`src/rtl/uart_pkg.sv`:
```
// rtl/uart_pkg.sv - shared UART divisor sets and FSM state encoding
package uart_pkg;

    localparam int PROD_T_DIV_BIT    = 13;
    localparam int PROD_T_DIV_0      = 5207;
    localparam int PROD_T_DIV_HALF_0 = 2603;
    localparam int PROD_T_DIV_1      = 2603;
    localparam int PROD_T_DIV_HALF_1 = 1301;

    // Short divisors so a whole frame fits in a couple hundred clocks.
    localparam int SIM_T_DIV_BIT     = 4;
    localparam int SIM_T_DIV_0       = 15;
    localparam int SIM_T_DIV_HALF_0  = 7;
    localparam int SIM_T_DIV_1       = 7;
    localparam int SIM_T_DIV_HALF_1  = 3;

    localparam int FRAME_DATA_BITS   = 8;

    typedef enum logic [2:0] {
        ST_IDLE  = 3'd0,
        ST_START = 3'd1,
        ST_DATA  = 3'd2,
        ST_PAD   = 3'd3,
        ST_STOP  = 3'd4
    } uart_state_e;

endpackage

```
`src/rtl/uart_rx_sync.sv`:
```
// rtl/uart_rx_sync.sv - 2-FF synchronizer and falling-edge detector for the RX line
module uart_rx_sync (
    input  logic clk,
    input  logic rst,
    input  logic rxd_async,
    output logic rxd_sync,
    output logic rxd_fall
);

    logic [1:0] sync_q;
    logic [1:0] sync_d;
    logic       prev_q;
    logic       prev_d;

    always_comb begin
        sync_d = {sync_q[0], rxd_async};
        prev_d = sync_q[1];
    end

    // Reset to the idle-high level so deasserting rst never looks like a start edge.
    always_ff @(posedge clk) begin
        if (rst) begin
            sync_q <= 2'b11;
            prev_q <= 1'b1;
        end else begin
            sync_q <= sync_d;
            prev_q <= prev_d;
        end
    end

    assign rxd_sync = sync_q[1];
    assign rxd_fall = prev_q & ~sync_q[1];

endmodule

```
`src/rtl/uart_rx.sv`:
```
// rtl/uart_rx.sv - UART receiver: start, 8 data LSB first, pad, stop; two selectable rates
module uart_rx
    import uart_pkg::*;
#(
    parameter int T_DIV_0      = PROD_T_DIV_0,
    parameter int T_DIV_HALF_0 = PROD_T_DIV_HALF_0,
    parameter int T_DIV_1      = PROD_T_DIV_1,
    parameter int T_DIV_HALF_1 = PROD_T_DIV_HALF_1,
    parameter int T_DIV_BIT    = PROD_T_DIV_BIT
) (
    input  logic       clk,
    input  logic       rst,
    input  logic       baudrate,
    input  logic       uart_rxd,
    output logic [7:0] dout,
    output logic       valid,
    output logic       frame_err,
    output logic       busy
);

    localparam logic [T_DIV_BIT-1:0] FULL_0 = T_DIV_BIT'(T_DIV_0);
    localparam logic [T_DIV_BIT-1:0] HALF_0 = T_DIV_BIT'(T_DIV_HALF_0);
    localparam logic [T_DIV_BIT-1:0] FULL_1 = T_DIV_BIT'(T_DIV_1);
    localparam logic [T_DIV_BIT-1:0] HALF_1 = T_DIV_BIT'(T_DIV_HALF_1);
    localparam logic [3:0]           LAST_BIT = 4'(FRAME_DATA_BITS - 1);

    logic rxd_s;
    logic rxd_fall;

    uart_rx_sync u_sync (
        .clk       (clk),
        .rst       (rst),
        .rxd_async (uart_rxd),
        .rxd_sync  (rxd_s),
        .rxd_fall  (rxd_fall)
    );

    uart_state_e          state_q, state_d;
    logic [T_DIV_BIT-1:0] div_q, div_d;
    logic [3:0]           bit_cnt_q, bit_cnt_d;
    logic [7:0]           shift_q, shift_d;
    logic [7:0]           dout_q, dout_d;
    logic                 valid_q, valid_d;
    logic                 frame_err_q, frame_err_d;
    logic                 baud_q, baud_d;

    logic [T_DIV_BIT-1:0] full_last;
    logic [T_DIV_BIT-1:0] half_last;
    logic                 full_hit;

    // Rate is taken from the latched copy so mid-frame changes on baudrate are ignored.
    always_comb begin
        full_last = baud_q ? FULL_1 : FULL_0;
        half_last = baud_q ? HALF_1 : HALF_0;
        full_hit  = (div_q == full_last);
    end

    always_comb begin
        state_d     = state_q;
        div_d       = div_q;
        bit_cnt_d   = bit_cnt_q;
        shift_d     = shift_q;
        dout_d      = dout_q;
        valid_d     = 1'b0;
        frame_err_d = 1'b0;
        baud_d      = baud_q;

        unique case (state_q)
            ST_IDLE: begin
                div_d = '0;
                if (rxd_fall) begin
                    state_d = ST_START;
                    baud_d  = baudrate;
                end
            end
            ST_START: begin
                if (div_q == half_last) begin
                    div_d = '0;
                    if (rxd_s) begin
                        state_d = ST_IDLE;
                    end else begin
                        state_d   = ST_DATA;
                        bit_cnt_d = '0;
                    end
                end else begin
                    div_d = div_q + T_DIV_BIT'(1);
                end
            end
            ST_DATA: begin
                if (full_hit) begin
                    div_d   = '0;
                    shift_d = {rxd_s, shift_q[7:1]};
                    if (bit_cnt_q == LAST_BIT) begin
                        state_d = ST_PAD;
                    end else begin
                        bit_cnt_d = bit_cnt_q + 4'd1;
                    end
                end else begin
                    div_d = div_q + T_DIV_BIT'(1);
                end
            end
            ST_PAD: begin
                if (full_hit) begin
                    div_d   = '0;
                    state_d = ST_STOP;
                end else begin
                    div_d = div_q + T_DIV_BIT'(1);
                end
            end
            ST_STOP: begin
                if (full_hit) begin
                    div_d   = '0;
                    state_d = ST_IDLE;
                    if (rxd_s) begin
                        dout_d  = shift_q;
                        valid_d = 1'b1;
                    end else begin
                        frame_err_d = 1'b1;
                    end
                end else begin
                    div_d = div_q + T_DIV_BIT'(1);
                end
            end
            default: begin
                state_d = ST_IDLE;
                div_d   = '0;
            end
        endcase
    end

    always_ff @(posedge clk) begin
        if (rst) begin
            state_q     <= ST_IDLE;
            div_q       <= '0;
            bit_cnt_q   <= '0;
            shift_q     <= '0;
            dout_q      <= '0;
            valid_q     <= 1'b0;
            frame_err_q <= 1'b0;
            baud_q      <= 1'b0;
        end else begin
            state_q     <= state_d;
            div_q       <= div_d;
            bit_cnt_q   <= bit_cnt_d;
            shift_q     <= shift_d;
            dout_q      <= dout_d;
            valid_q     <= valid_d;
            frame_err_q <= frame_err_d;
            baud_q      <= baud_d;
        end
    end

    assign dout      = dout_q;
    assign valid     = valid_q;
    assign frame_err = frame_err_q;
    assign busy      = (state_q != ST_IDLE);

endmodule

```
`config.mk`:
```
export PLATFORM = sky130hd
export DESIGN_NAME = uart_rx
export DESIGN_NICKNAME = d
export VERILOG_FILES = /design/src/rtl/uart_pkg.sv /design/src/rtl/uart_rx_sync.sv /design/src/rtl/uart_rx.sv
export SDC_FILE = /design/constraint.sdc
export NUM_CORES = 1
export LEC_CHECK = 0
export CORE_UTILIZATION = 31
export CTS_BUF_LIST = sky130_fd_sc_hd__clkbuf_4
export CTS_CLUSTER_DIAMETER = 40
export DETAILED_ROUTE_END_ITERATION = 8
export SKIP_CTS_REPAIR_TIMING = 1
export SYNTH_ARGS = -nofsm -noshare
export SYNTH_HDL_FRONTEND = slang
export SYNTH_SLANG_ARGS = --single-unit
```
`constraint.sdc`:
```
create_clock -name clk -period 2.1 [get_ports clk]
set_input_delay 0.42 -clock clk [delete_from_list [all_inputs] [get_ports clk]]
set_output_delay 0.42 -clock clk [all_outputs]
set_load 0.05 [all_outputs]
```
---- Word-level counts from Yosys, hierarchy flattened ----
Cells that the tools add are included.
cells by class
  bitwise operators ....................... 4
  reduce and logical (&&, ||, !) cells .... 10
  add/subtract/negate cells ............... 2
  mux-type cells .......................... 20
  equality and inequality tests ........... 15
operator list
  kind                                                             number
  13-bit 2-to-1 mux                                                3
  13-bit one-hot mux with 2 select lines                           1
  3-bit 2-to-1 mux                                                 6
  4-bit 2-to-1 mux                                                 4
  2-bit inequality test, second input constant                     8
  3-bit one-hot mux with 5 select lines                            1
  13-bit by 1-bit adder with 13-bit output, second input constant  1
  13-bit by 12-bit == test with 1-bit output                       1
  13-bit == test                                                   1
  12-bit 2-to-1 mux                                                1
  4-bit one-hot mux with 2 select lines                            1
  3-bit by 2-bit == test with 1-bit output, second input constant  2
  6-bit AND reduction                                              1
  3-bit OR reduction                                               2
  5-bit AND reduction                                              1
  4-bit by 1-bit adder with 4-bit output, second input constant    1
  4-bit by 3-bit == test with 1-bit output, second input constant  1
  2-bit AND reduction                                              2
  3-bit by 1-bit == test with 1-bit output, second input constant  1
  3-bit == test, second input constant                             1
  3-bit zero test                                                  1
  1-bit inverter                                                   3
  3-bit AND reduction                                              1
  3-bit nonzero test                                               1
  4 further kinds                                                  5
word-level totals
  output and inout bits ................... 11
  input bits .............................. 4
  word-level logic and storage cells ...... 61
  register bits after elaboration ......... 42

---- Longest topological paths before layout ----
Gate-level depths: netlist of run 1.
  depth after elaboration ................. 4
  gate-level depth with buffers ........... 8
  depth with buffers taken out ............ 6

---- By module ----
A second synthesis of run 1 with hierarchy kept.
unflattened totals
  cell total of the unflattened synthesis .. 210
  area total of the unflattened synthesis .. 1,973.1 µm²
by module, submodules not included
  module        cells each  sequential area each (µm²)  area each (µm²)  times used
  uart_rx       203         780.7                       1,888.1          1
  uart_rx_sync  7           60.1                        85.1             1

---- Worst setup path after synthesis of run 1 ----
OpenSTA, ideal clock, no wires.
  kind .................................... flip-flop to flip-flop
  start ................................... reg div_q[0]
  end ..................................... reg state_q[0]
  buffers on the path ..................... 1
  required time ........................... 1,977 ps
  cell stages (with the launch flop) ...... 8
  setup time .............................. 123 ps
  slack ................................... 151 ps
  period minus slack after synthesis ...... 1,949 ps
  arrival time ............................ 1,826 ps
  cell sequence ........................... dfxtp_1 -> ha_1 -> nor2b_1 -> and4_1 -> clkbuf_1 -> a21oi_1 -> nor4_4 -> mux2_1
on the way
  cells in the longest elaborated chain, start to end .. 3
  elaborated cells between the ends (all ways) .. 7
  those cells by class .................... eq/ne: 6; reduce/logical: 1
ends and longest elaborated chain
  element                                                                       RTL line                      source
  start, declared                                                               uart_rx.sv:39                 logic [T_DIV_BIT-1:0] div_q, div_d;
  start signal, assigned                                                        uart_rx.sv:143                div_q <= div_d;
  13-bit by 12-bit == test with 1-bit output or 13-bit == test (tied branches)  uart_rx.sv:77, uart_rx.sv:55
  2-bit inequality test (no line)                                               n/a
  6-bit AND reduction (no line) (*)                                             n/a
  end signal, assigned                                                          uart_rx.sv:142                state_q <= state_d;
  end, declared                                                                 uart_rx.sv:38                 uart_state_e state_q, state_d;
Mark *: on every way between the ends. The rest lies on a longest branch, timed or not.
A chain may end at the register's enable or synchronous reset.

---- Worst setup path in the final report of run 1 ----
  start ................................... reg div_q[2]
  end ..................................... reg state_q[0]
The elaborated chain is that of the path after synthesis.

==> impl_metrics.yaml, run 1 <==
sta:
  timing.final.setup_violations: 0
  timing.fmax_mhz: 503
  setup-tns-final_ns: 0
  layout_min_cycle_time_ns: 1.99
  rsz0062_at_grt: "false"
  slew_headroom_pct: 66.7
  fin_ws_ns: 0.114
  hold_slack_ns: 0.424
  hold_violations: 0
  slew_viol_final: 0
  period_share_pct: 94.6
  clock_skew_ns: 0.0105
  tightest_slew_ns: 0.497
global_routing:
  grt_max_degree: 30
  grt_pass1_vias: 1550
  grt_pass1_wl_mm: 7.29
  antenna_found_initial: 0
  grt.total_usage_pct: 12.6
  overflow: 0
yosys:
  yosysSeqAreaShare_pct: 40.8
  ys_warn_count: 0
  syn_nets: 232
  ys_ff_latch: 42
  synth_enable_flop_cells: 0
  synth_area_um2: 2060
  ys.flop_type: "dfxtp_1"
  synthArstFlopShare_pct: 0
  synthCells: 226
  synth_cell_types: 54
  avgSynthCellArea_um2: 9.11
layout:
  n_antenna_cell: 0
  final_cell_mix: "dfxtp_1, nor2_1, buf_4, clkdlybuf4s50_1, nand3_1"
  finalNetCount: 253
  final_common_cell: "dfxtp_1"
  drive_gt1_share_pct: 17.3
  syn_to_final_growth_pct: 16.4
power:
  power_density_nw_per_um2: 683
  ir_drop_mv: 0.374
  p_total_w: 0.00164
  leakage_nw: 0.887
worst_hold_path:
  min_to: "u_sync.sync_q[1]$_SDFF_PP1_"
  hold_start: "u_sync.sync_q[0]$_SDFF_PP1_"
  min_path_type: "flop to flop"
  min_delay_path_depth: 1
placed_design:
  place_congestion: 0.791
  hpwlAfterDp_mm: 2.94
  post-place-ws_ns: 0.118
  port_buffers: 14
worst_setup_path:
  startpoint_type: "flop"
  crit_chain: "o21ba_2 > o2111ai_1 > o31a_1 > nor4_4 > mux2_1"
  reg2reg_slack_ns: 0.11
  cp_max_fo: 5
  worst-path-buf-inv: 0
  rr_endpoint: "state_q[0]$_SDFFE_PP0P_"
  cpPeakStageDelay_ns: 0.50
  crit_family: "compound AO/OA/AOI/OAI gates"
  r2r-start: "div_q[2]$_SDFF_PP0_"
  reg2reg_depth: 5
  slowest_stage: "dfxtp_1"
  crit_required_ns: 2.34
  end_kind: "flop"
  path_class: "flop to flop"
  worst-endpoint-arrival_ns: 2.23
route:
  first_iter_violations: 24
  drc_errors: 0
  viasPerCell: 5.07
  drt-total-wl_mm: 4.22
  vias: 1648
  ant_nets: 0
  firstDrtPassIters: 4
  routedWlPerCell_um: 13.0
outcome:
  status: "complete, no violations"
die:
  rows: 29
  die_h_um: 83.5
  core_um2: 6390
  die_area_um2: 6970
  start_util_pct: 32.2
  die_w_um: 83.5
  io_pins: 15
cts:
  cts_buffers: 5
  ctsRootBufferMaster: "clkbuf_4"
  tritoncts: "yes"
  cts_max_level: 2
  cts.path.max_buffers: 2
  clk_latency_ns: 0.35
  clk_pin_slew_ns: 0.13
  cts.sinks: 42
job:
  max-cap-violations: 0
[worst reg2reg max path: stages (launching register included)]
cell       delay (ns)
dfxtp_1          0.50
o21ba_2          0.18
o2111ai_1        0.09
o31a_1           0.40
nor4_4           0.36
mux2_1           0.35
[per-stage QoR]
step / utilization, % / instances / cell area (um2)
2_1_floorplan: - / 226 / 2060
6_report: 37.5 / 325 / 2400
4_1_cts: 37.3 / 325 / 2380
3_3_place_gp: 36.4 / 317 / 2330
3_5_place_dp: 36.4 / 317 / 2330
5_1_grt: 37.5 / 325 / 2400
[Yosys cell counts (all sizes together), types with 2 or more instances]
| cell type | number | share of area, % |
|---|---|---|
| or2 | 4 | 1.2 |
| o21bai | 3 | 1.1 |
| o21ai | 8 | 1.9 |
| nand2b | 6 | 1.8 |
| xor2 | 3 | 1.3 |
| buf | 9 | 2.8 |
| and4 | 2 | 0.85 |
| nand2 | 8 | 1.5 |
| o31a | 2 | 0.85 |
| dfxtp | 42 | 41 |
| clkbuf | 6 | 1.1 |
| xnor2 | 8 | 3.4 |
| nor2b | 6 | 1.8 |
| mux2 | 2 | 1.1 |
| nor4 | 2 | 1.3 |
| nor2 | 34 | 6.2 |
| ha | 2 | 1.2 |
| or3b | 2 | 0.85 |
| nand3 | 12 | 2.9 |
| mux2i | 11 | 5.3 |
| nor3 | 5 | 1.2 |
| a21oi | 11 | 2.7 |
| or3 | 2 | 0.61 |
| nand4 | 7 | 3.2 |
| inv | 4 | 0.73 |
| a31oi | 2 | 1.3 |
| nor3b | 3 | 1.3 |
| a211oi | 2 | 0.73 |
[layout make-up]
type / instances / area [um2]
Clock buffer: 5 / 37.5
Timing Repair Buffer: 29 / 250
Clock inverter: 3 / 21.3
Multi-Input combinational cell: 165 / 1130
Fill cell: 665 / 3990
Inverter: 4 / 15.0
Sequential cell: 42 / 846
Tap cell: 77 / 96.3
[cell families (layout without fill, tap and decap cells)]
kind of cell / after synthesis / after routing / share of synthesized area [%]
buffers and inverters: 19 / 41 / 4.62
muxes: 13 / 13 / 6.44
DFF: 42 / 42 / 40.8
adders and majority gates: 2 / 2 / 1.21
AOI/OAI and AO/OA: 38 / 38 / 14.0
xor gates and xnor gates: 11 / 11 / 4.68
and+or+nand+nor: 101 / 101 / 28.2
[metal layers]
metal  share of wire [%]  vias up  global-route usage, %
met5                   0        -                      0
met4                0.43        0                   2.31
met3                 2.1        2                   3.26
met2                  49       11                   21.4
met1                  49      795                   16.3
li1                    -      840                      -
[power by group]
part / switching [W] / internal (W) / leakage (nW)
Clock: 0.000280 / 0.000131 / 0.0312
Combinational: 0.000219 / 0.000158 / 0.514
Sequential: 0.0000268 / 0.000821 / 0.341
[worst max path at each step]
stage / to / slack, ns / from / cells past startpoint
2_1_floorplan: state_q[0]$_SDFFE_PP0P_ / 0.15 / div_q[0]$_SDFF_PP0_ / 7
3_3_place_gp: state_q[0]$_SDFFE_PP0P_ / 0.14 / div_q[6]$_SDFF_PP0_ / 5
3_5_place_dp: state_q[0]$_SDFFE_PP0P_ / 0.12 / div_q[1]$_SDFF_PP0_ / 6
4_1_cts: state_q[0]$_SDFFE_PP0P_ / 0.09 / div_q[0]$_SDFF_PP0_ / 6
5_1_grt: state_q[0]$_SDFFE_PP0P_ / 0.02 / div_q[6]$_SDFF_PP0_ / 5
6_report: state_q[0]$_SDFFE_PP0P_ / 0.11 / div_q[2]$_SDFF_PP0_ / 5
[registers in the layout, summed over array words and instances (netlist names)]
name and cells:
dout 8, frame_err 1, div_q 13, u_sync.sync_q 2
state_q 3, baud_q 1, bit_cnt_q 4, u_sync.prev_q 1
valid 1, shift_q 8
Power figures use the tool's default switching activity.
==> run 2, diff against run 1 <==
--- a/config.mk
+++ b/config.mk
@@ -9,7 +9,6 @@
 export CTS_BUF_LIST = sky130_fd_sc_hd__clkbuf_4
 export CTS_CLUSTER_DIAMETER = 40
 export DETAILED_ROUTE_END_ITERATION = 8
-export SKIP_CTS_REPAIR_TIMING = 1
 export SYNTH_ARGS = -nofsm -noshare
 export SYNTH_HDL_FRONTEND = slang
 export SYNTH_SLANG_ARGS = --single-unit
==> results of run 2 <==
No change in the layout: final DEF, timing and power equal those of run 1.
==> run 3, diff against run 2 <==
--- a/config.mk
+++ b/config.mk
@@ -5,9 +5,10 @@
 export SDC_FILE = /design/constraint.sdc
 export NUM_CORES = 1
 export LEC_CHECK = 0
-export CORE_UTILIZATION = 31
+export CORE_UTILIZATION = 40
 export CTS_BUF_LIST = sky130_fd_sc_hd__clkbuf_4
 export CTS_CLUSTER_DIAMETER = 40
+export CTS_CLUSTER_SIZE = 24
 export DETAILED_ROUTE_END_ITERATION = 8
 export SYNTH_ARGS = -nofsm -noshare
 export SYNTH_HDL_FRONTEND = slang
==> impl_metrics.yaml, run 3 (same netlist as run 1, synthesis figures left out) <==
placed_design:
  hpwlAfterDp_mm: 2.87
  place_congestion: 0.803
  port_buffers: 14
  dp.cells: 304
route:
  vias: 1619
  drc_errors: 0
  drt-total-wl_mm: 3.98
  routedWlPerCell_um: 12.7
  firstDrtPassIters: 4
  viasPerCell: 5.19
  first_iter_violations: 71
  ant_nets: 0
worst_setup_path:
  crit_required_ns: 2.36
  cp_max_fo: 7
  path_class: "flop to flop"
  startpoint_type: "flop"
  worst-endpoint-arrival_ns: 2.20
  end_kind: "flop"
sta:
  rsz0062_at_grt: "false"
  timing.final.setup_violations: 0
  slew_headroom_pct: 66.7
  clock_skew_ns: 0.0179
  hold_slack_ns: 0.427
  timing.fmax_mhz: 515
  slew_viol_final: 0
  tightest_slew_ns: 0.498
  hold_violations: 0
  setup-tns-final_ns: 0
  period_share_pct: 92.5
  layout_min_cycle_time_ns: 1.94
layout:
  finalNetCount: 250
  fillCellCount: 483
  drive_gt1_share_pct: 17.6
  top_register: "div_q"
  syn_to_final_growth_pct: 15.1
  largest_reg_flops: 13
  fin_util_pct: 48.9
  final_common_cell: "dfxtp_1"
  instances_no_fill: 312
  n_antenna_cell: 0
  final_cell_mix: "dfxtp_1, nor2_1, clkdlybuf4s50_1, buf_4, nand3_1"
  multi_input_area_um2: 1130
  register_area_um2: 848
die:
  io_pins: 15
  rows: 25
  start_util_pct: 42.5
  die_w_um: 73.8
  die_h_um: 73.8
  die_area_um2: 5440
  core_um2: 4850
cts:
  cts.sinks: 42
  clk_latency_ns: 0.35
  cts.path.max_buffers: 2
  clk_pin_slew_ns: 0.13
  tritoncts: "yes"
  cts_max_level: 2
  cts_buffers: 5
  cts_post_setup_buffers_inserted: 0
  ctsRootBufferMaster: "clkbuf_4"
global_routing:
  grt_pass1_wl_mm: 6.87
  grt_pass1_vias: 1490
  antenna_found_initial: 0
  grt.total_usage_pct: 16.4
  overflow: 0
  grt_max_degree: 25
outcome:
  status: "complete, no violations"
power:
  ir_drop_mv: 0.462
  leakage_nw: 0.874
  power_density_nw_per_um2: 689
job:
  max-cap-violations: 0
worst_hold_path:
  min_path_type: "flop to flop"
run 3: changes by cell type in the layout (fill, tap and decap cells not counted), sizes merged:
cell      delta
inv          +1
buf          -3
clkinv       -2
clkinvlp     +1
run 3: cell type report:
| class | instances | share of cell area [%] |
|---|---|---|
| clock inverter | 3 | 1.00 |
| sequential | 42 | 35.8 |
| timing repair buffer | 26 | 9.61 |
| tap | 67 | 3.54 |
| inverter | 4 | 0.634 |
| multi-input combinational | 165 | 47.8 |
| clock buffer | 5 | 1.58 |
run 3: worst paths after layout:
kind	startpoint	endpoint	slack, ns	cells after the start
hold reg to reg	u_sync.sync_q[0]$_SDFF_PP1_	u_sync.sync_q[1]$_SDFF_PP1_	0.43	1
hold / removal	u_sync.sync_q[0]$_SDFF_PP1_	u_sync.sync_q[1]$_SDFF_PP1_	0.43	1
setup reg to reg	div_q[10]$_SDFF_PP0_	state_q[0]$_SDFFE_PP0P_	0.16	5
setup / recovery	div_q[10]$_SDFF_PP0_	state_q[0]$_SDFFE_PP0P_	0.16	5
run 3: what timing repair did:
action,in CTS,in global routing
endpoints found under the setup margin,1,17
resized for setup,1,9
hold buffers,0,0
pin swaps,0,0
run 3: metrics by stage:
stage / area (um2) / power (W) / setup WS (ns)
after CTS: 2350 / 0.00166 / 0.0367
final: 2370 / 0.00163 / 0.157
after floorplan: 2060 / 0.00114 / 0.151
after global routing: 2370 / 0.00173 / 0.00612
after detailed placement: 2290 / 0.00124 / 0.0348
after global placement: 2290 / 0.00124 / 0.110
run 3: critical path, cell delays in order (launching register included):
cell,delay [ns]
dfxtp_1,0.50
nor4b_1,0.30
a32o_2,0.28
a21oi_1,0.14
nor4_4,0.29
mux2_1,0.35
run 3: where the power goes:
| part | switching, W | internal [W] |
|---|---|---|
| Sequential | 0.0000273 | 0.000820 |
| Clock | 0.000278 | 0.000134 |
| Combinational | 0.000217 | 0.000157 |
| Total | 0.000522 | 0.00111 |
run 3: layer usage:
layer | track usage (%) | share of wire [%]
met1 | 22.6 | 51
met2 | 24.7 | 45
met3 | 3.70 | 2.9
met4 | 6.62 | 1.4
met5 | 0 | 0
==> variant 1: new RTL, flow settings as in run 2 <==
Reset style: asynchronous (`rst`), changed in 2 clocked blocks.
--- a/src/rtl/uart_rx_sync.sv
+++ b/src/rtl/uart_rx_sync.sv
@@ -18,7 +18,7 @@
     end
 
     // Reset to the idle-high level so deasserting rst never looks like a start edge.
-    always_ff @(posedge clk) begin
+    always_ff @(posedge clk or posedge rst) begin
         if (rst) begin
             sync_q <= 2'b11;
             prev_q <= 1'b1;
--- a/src/rtl/uart_rx.sv
+++ b/src/rtl/uart_rx.sv
@@ -128,7 +128,7 @@
         endcase
     end
 
-    always_ff @(posedge clk) begin
+    always_ff @(posedge clk or posedge rst) begin
         if (rst) begin
             state_q     <= ST_IDLE;
             div_q       <= '0;
Check against the original RTL: differs if rst is asserted again (counterexample within 4 cycles, from zero or initial values and one cycle with rst high); with rst held inactive, the same outputs for 10 cycles.
==> variant 1 against run 2 <==
The run now ends with design-rule violations, negative setup slack left. Die area grew 0.95%. Utilization is 3.5 points higher. First-iteration DRC count up 110%. Critical path depth is 1 higher. Design area rose by 10%. Fmax fell by 20%. Power rose by 11%. Non-clock buffer count grew 12. Wire length down 1.3%. Worst setup slack worse by 0.50 ns. Synthesized area is 0.97% higher. Sequential share of layout area grew 4.7 points. Sequential cell count unchanged. Via count shrank 9.0%. Highest routed layer unchanged.
==> variant 1: results (changes against run 2) <==
Setup violations, final=34 (+34); Final WS setup=-0.389 ns (-0.503 ns); asr flop ratio synth=100% (+100 points); share of cells above drive strength 1=31.5% (+14 points); gpl congestion=0.781 (-1.2%); clk cell area share=2.37% (-0.081 points); synth unique cells=47 (-13%); failing checks=design-rule violations, negative setup slack; Tot GR Track Use=12.9% (+0.30 points); XOR/XNOR Fraction of Synth Area=4.63% (-0.045 points); hold crit path type=in2async; CP delay by family, top=simple AND/OR/NAND/NOR gates; Worst R2R Start=div_q[11]; inverter count=9 (+5); Post-Syn Nets=190 (-18%); worst hold margin=0.350 ns (-0.0739 ns); Synth Instances=184 (-19%); mux cell area share after synthesis=11.1% (+4.7 points); number of post-CTS setup repair buffers=1 (+1); Largest stage delay, worst path=0.55 ns (+0.05 ns); fraction of area in registers=40.0% (+4.7 points); WL final=4160 µm (-1.3%); Non-Filler Instances=299 (-8.0%); outcome=finished, violations left; setup TNS=-7.77 ns (-7.77 ns); top post-synthesis cells by count=39 x dfrtp_1, 15 x a21oi_1, 13 x nand2_1; critical-path maximum fanout=8 (+3); register area share after synthesis=50.7% (+9.9 points); Internal=0.00123 W (+11%); Net count, final=227 (-10%); first-pass GRT wire length=7220 µm (-1.0%); Layout non-clock buf frac=14.3% (+3.8 points); post-cts sizing count=5 (+5); dpl ws=-0.425 ns (-0.543 ns); Remaining DRCs=5 (+5); top post-synthesis cells by area=dfrtp_1 47%, mux2_4 5.8%, mux2_2 4.9%
==> variant 1: cell types whose count changed in the layout (fill, tap and decap cells not counted), sizes merged, moves of 5 or more <==
| cell | before | now |
|---|---|---|
| mux2i | 11 | 1 |
| dfxtp | 42 | 0 |
| inv | 4 | 10 |
| buf | 16 | 28 |
| nand3 | 12 | 7 |
| nor2b | 6 | 0 |
| nand2 | 8 | 13 |
| mux2 | 2 | 17 |
| o21ai | 8 | 3 |
| dfrtp | 0 | 39 |
| nor2 | 34 | 9 |
==> variant 1: layer usage <==
layer | GRT usage (%) | share of wire (%)
met3 | 3.07 | 2.6
met1 | 17.3 | 48
met5 | 0 | 0
met4 | 3.76 | 1.3
met2 | 20.7 | 48
==> variant 1: power by group through the flow <==
stage	registers, W	logic, W	clock network [W]
global placement	0.000933	0.000447	0
finish	0.000918	0.000473	0.000427
global route	0.000927	0.000523	0.000487
CTS	0.000918	0.000460	0.000448
detailed placement	0.000934	0.000448	0
floorplan	0.000917	0.000293	0
==> variant 2: new RTL, config.mk and constraints of run 2 <==
Without the edit above. Change the package constant `PROD_T_DIV_BIT` from 13 to 12.
--- a/src/rtl/uart_pkg.sv
+++ b/src/rtl/uart_pkg.sv
@@ -1,7 +1,7 @@
 // rtl/uart_pkg.sv - shared UART divisor sets and FSM state encoding
 package uart_pkg;
 
-    localparam int PROD_T_DIV_BIT    = 13;
+    localparam int PROD_T_DIV_BIT    = 12;
     localparam int PROD_T_DIV_0      = 5207;
     localparam int PROD_T_DIV_HALF_0 = 2603;
     localparam int PROD_T_DIV_1      = 2603;
Check against the original RTL: same outputs for any inputs over 10 cycles, from zero or initial values and one cycle with rst high; that may be too few to reach the edited logic, so the function may still have changed.
==> variant 2 against run 2 <==
Design area is 0.68% higher. Wire length is 3.4% lower. Worst hold slack worse by 0.0015 ns. Sequential cell count is 1 lower. Clock skew is 0.0084 ns higher. Global-route usage is 1.9 points higher. First-iteration DRC count grew to 5.7 times the old value. Worst setup slack worse by 0.077 ns. Synthesized area is 8.3% lower. Largest cell class unchanged.
Power is not compared: it rests on default switching activity, and its combinational part moved more than twofold at a synthesized area within 25%.
==> variant 2: results (changes against run 2) <==
outcome=completed; max reg flops=12 (-1); vias per cell=5.04 (-0.54%); hold crit path type=reg2reg; CP delay by family, top=simple AND/OR/NAND/NOR gates; Tot GR Track Use=14.5% (+1.9 points); met3 Usage GRT=4.46% (+1.2 points); met3 wire length=171 µm (+97%); CP arrival=2.34 ns (+0.11 ns); largest net degree at the start of global routing=21 (-30%); met2 usage=21.5% (+0.15 points); Fin Clk Skew=0.0188 ns (+0.00838 ns); synth unique cells=47 (-13%); first-pass GRT wire length=7070 µm (-3.0%); R2R setup slack=0.04 ns (-0.08 ns); Post-Syn Nets=219 (-5.6%); critical-path maximum fanout=6 (+1); gpl congestion=0.820 (+3.7%); worst hold margin=0.423 ns (-0.00154 ns); share of cells above drive strength 1=19.4% (+2.1 points); Largest stage delay, worst path=0.45 ns (-0.05 ns); number of global-route vias before repair=1463 (-5.6%); Iter 0 DRT Violations=136 (+470%); wire per inst=12.7 µm (-2.5%); Final WS setup=0.0370 ns (-0.0768 ns); WL met2=1760 µm (-15%); Slowest-stage cell, CP=or4_4; RR Endpoint=bit_cnt_q[0]; hpwl dp=2860 µm (-2.6%); top post-synthesis cells by area=dfxtp_1 43%, mux2i_1 5.8%, a21oi_1 5.3%; Worst R2R Start=baud_q
-- variant 2: timing repair --
action                                  CTS  global route
gates resized for setup                   2             5
endpoints found under the setup margin    1            19
setup buffers                             0             3
pin swaps                                 0             2
-- variant 2: layout make-up --
class                   count  area, µm²
clock buffers               5       37.5
clock inverters             3       65.1
fillers                   604       3470
inverters                   4       15.0
multi-input cells         156       1020
flip-flops and latches     41        825
well taps                  75       93.8
repair buffers             38        357
-- variant 2: kinds of logic (layout without fill, tap and decap cells) --
group                    count (synthesis)  after routing  share of synthesized area (%)
AND/OR/NAND/NOR                         95             95                           27.7
flip-flops                              41             41                           43.5
AO/OA/AOI/OAI                           37             37                           12.5
buffers and inverters                   16             50                           3.78
multiplexers                            12             12                           6.63
XOR/XNOR                                10             10                           4.64
adder cells (fa/ha/maj)                  2              2                           1.33
-- variant 2: worst register-to-register path, delay by kind of cell (launching register included) --
family           cells  cell delay [ns]
AND/OR/NAND/NOR      2             0.77
flip-flops           1             0.38
AO/OA/AOI/OAI        2             0.53
multiplexers         1             0.31
-- variant 2: per-stage QoR --
stage | utilization (%) | cell area [µm²] | setup TNS (ns) | cells
CTS | 40.2 | 2370 | 0 | 319
finish | 41.0 | 2410 | 0 | 322
detailed placement | 38.4 | 2260 | 0 | 311
floorplan | - | 1890 | -0.00431 | 213
global placement | 38.4 | 2260 | 0 | 311
global route | 41.0 | 2410 | -0.0386 | 322
-- variant 2: report_power, final --
group / internal, W / total (W) / leakage [nW] / switching, W
registers: 0.000788 / 0.000795 / 0.332 / 0.00000683
clock network: 0.000369 / 0.000637 / 0.0552 / 0.000269
logic: 0.0000642 / 0.000157 / 0.451 / 0.0000932
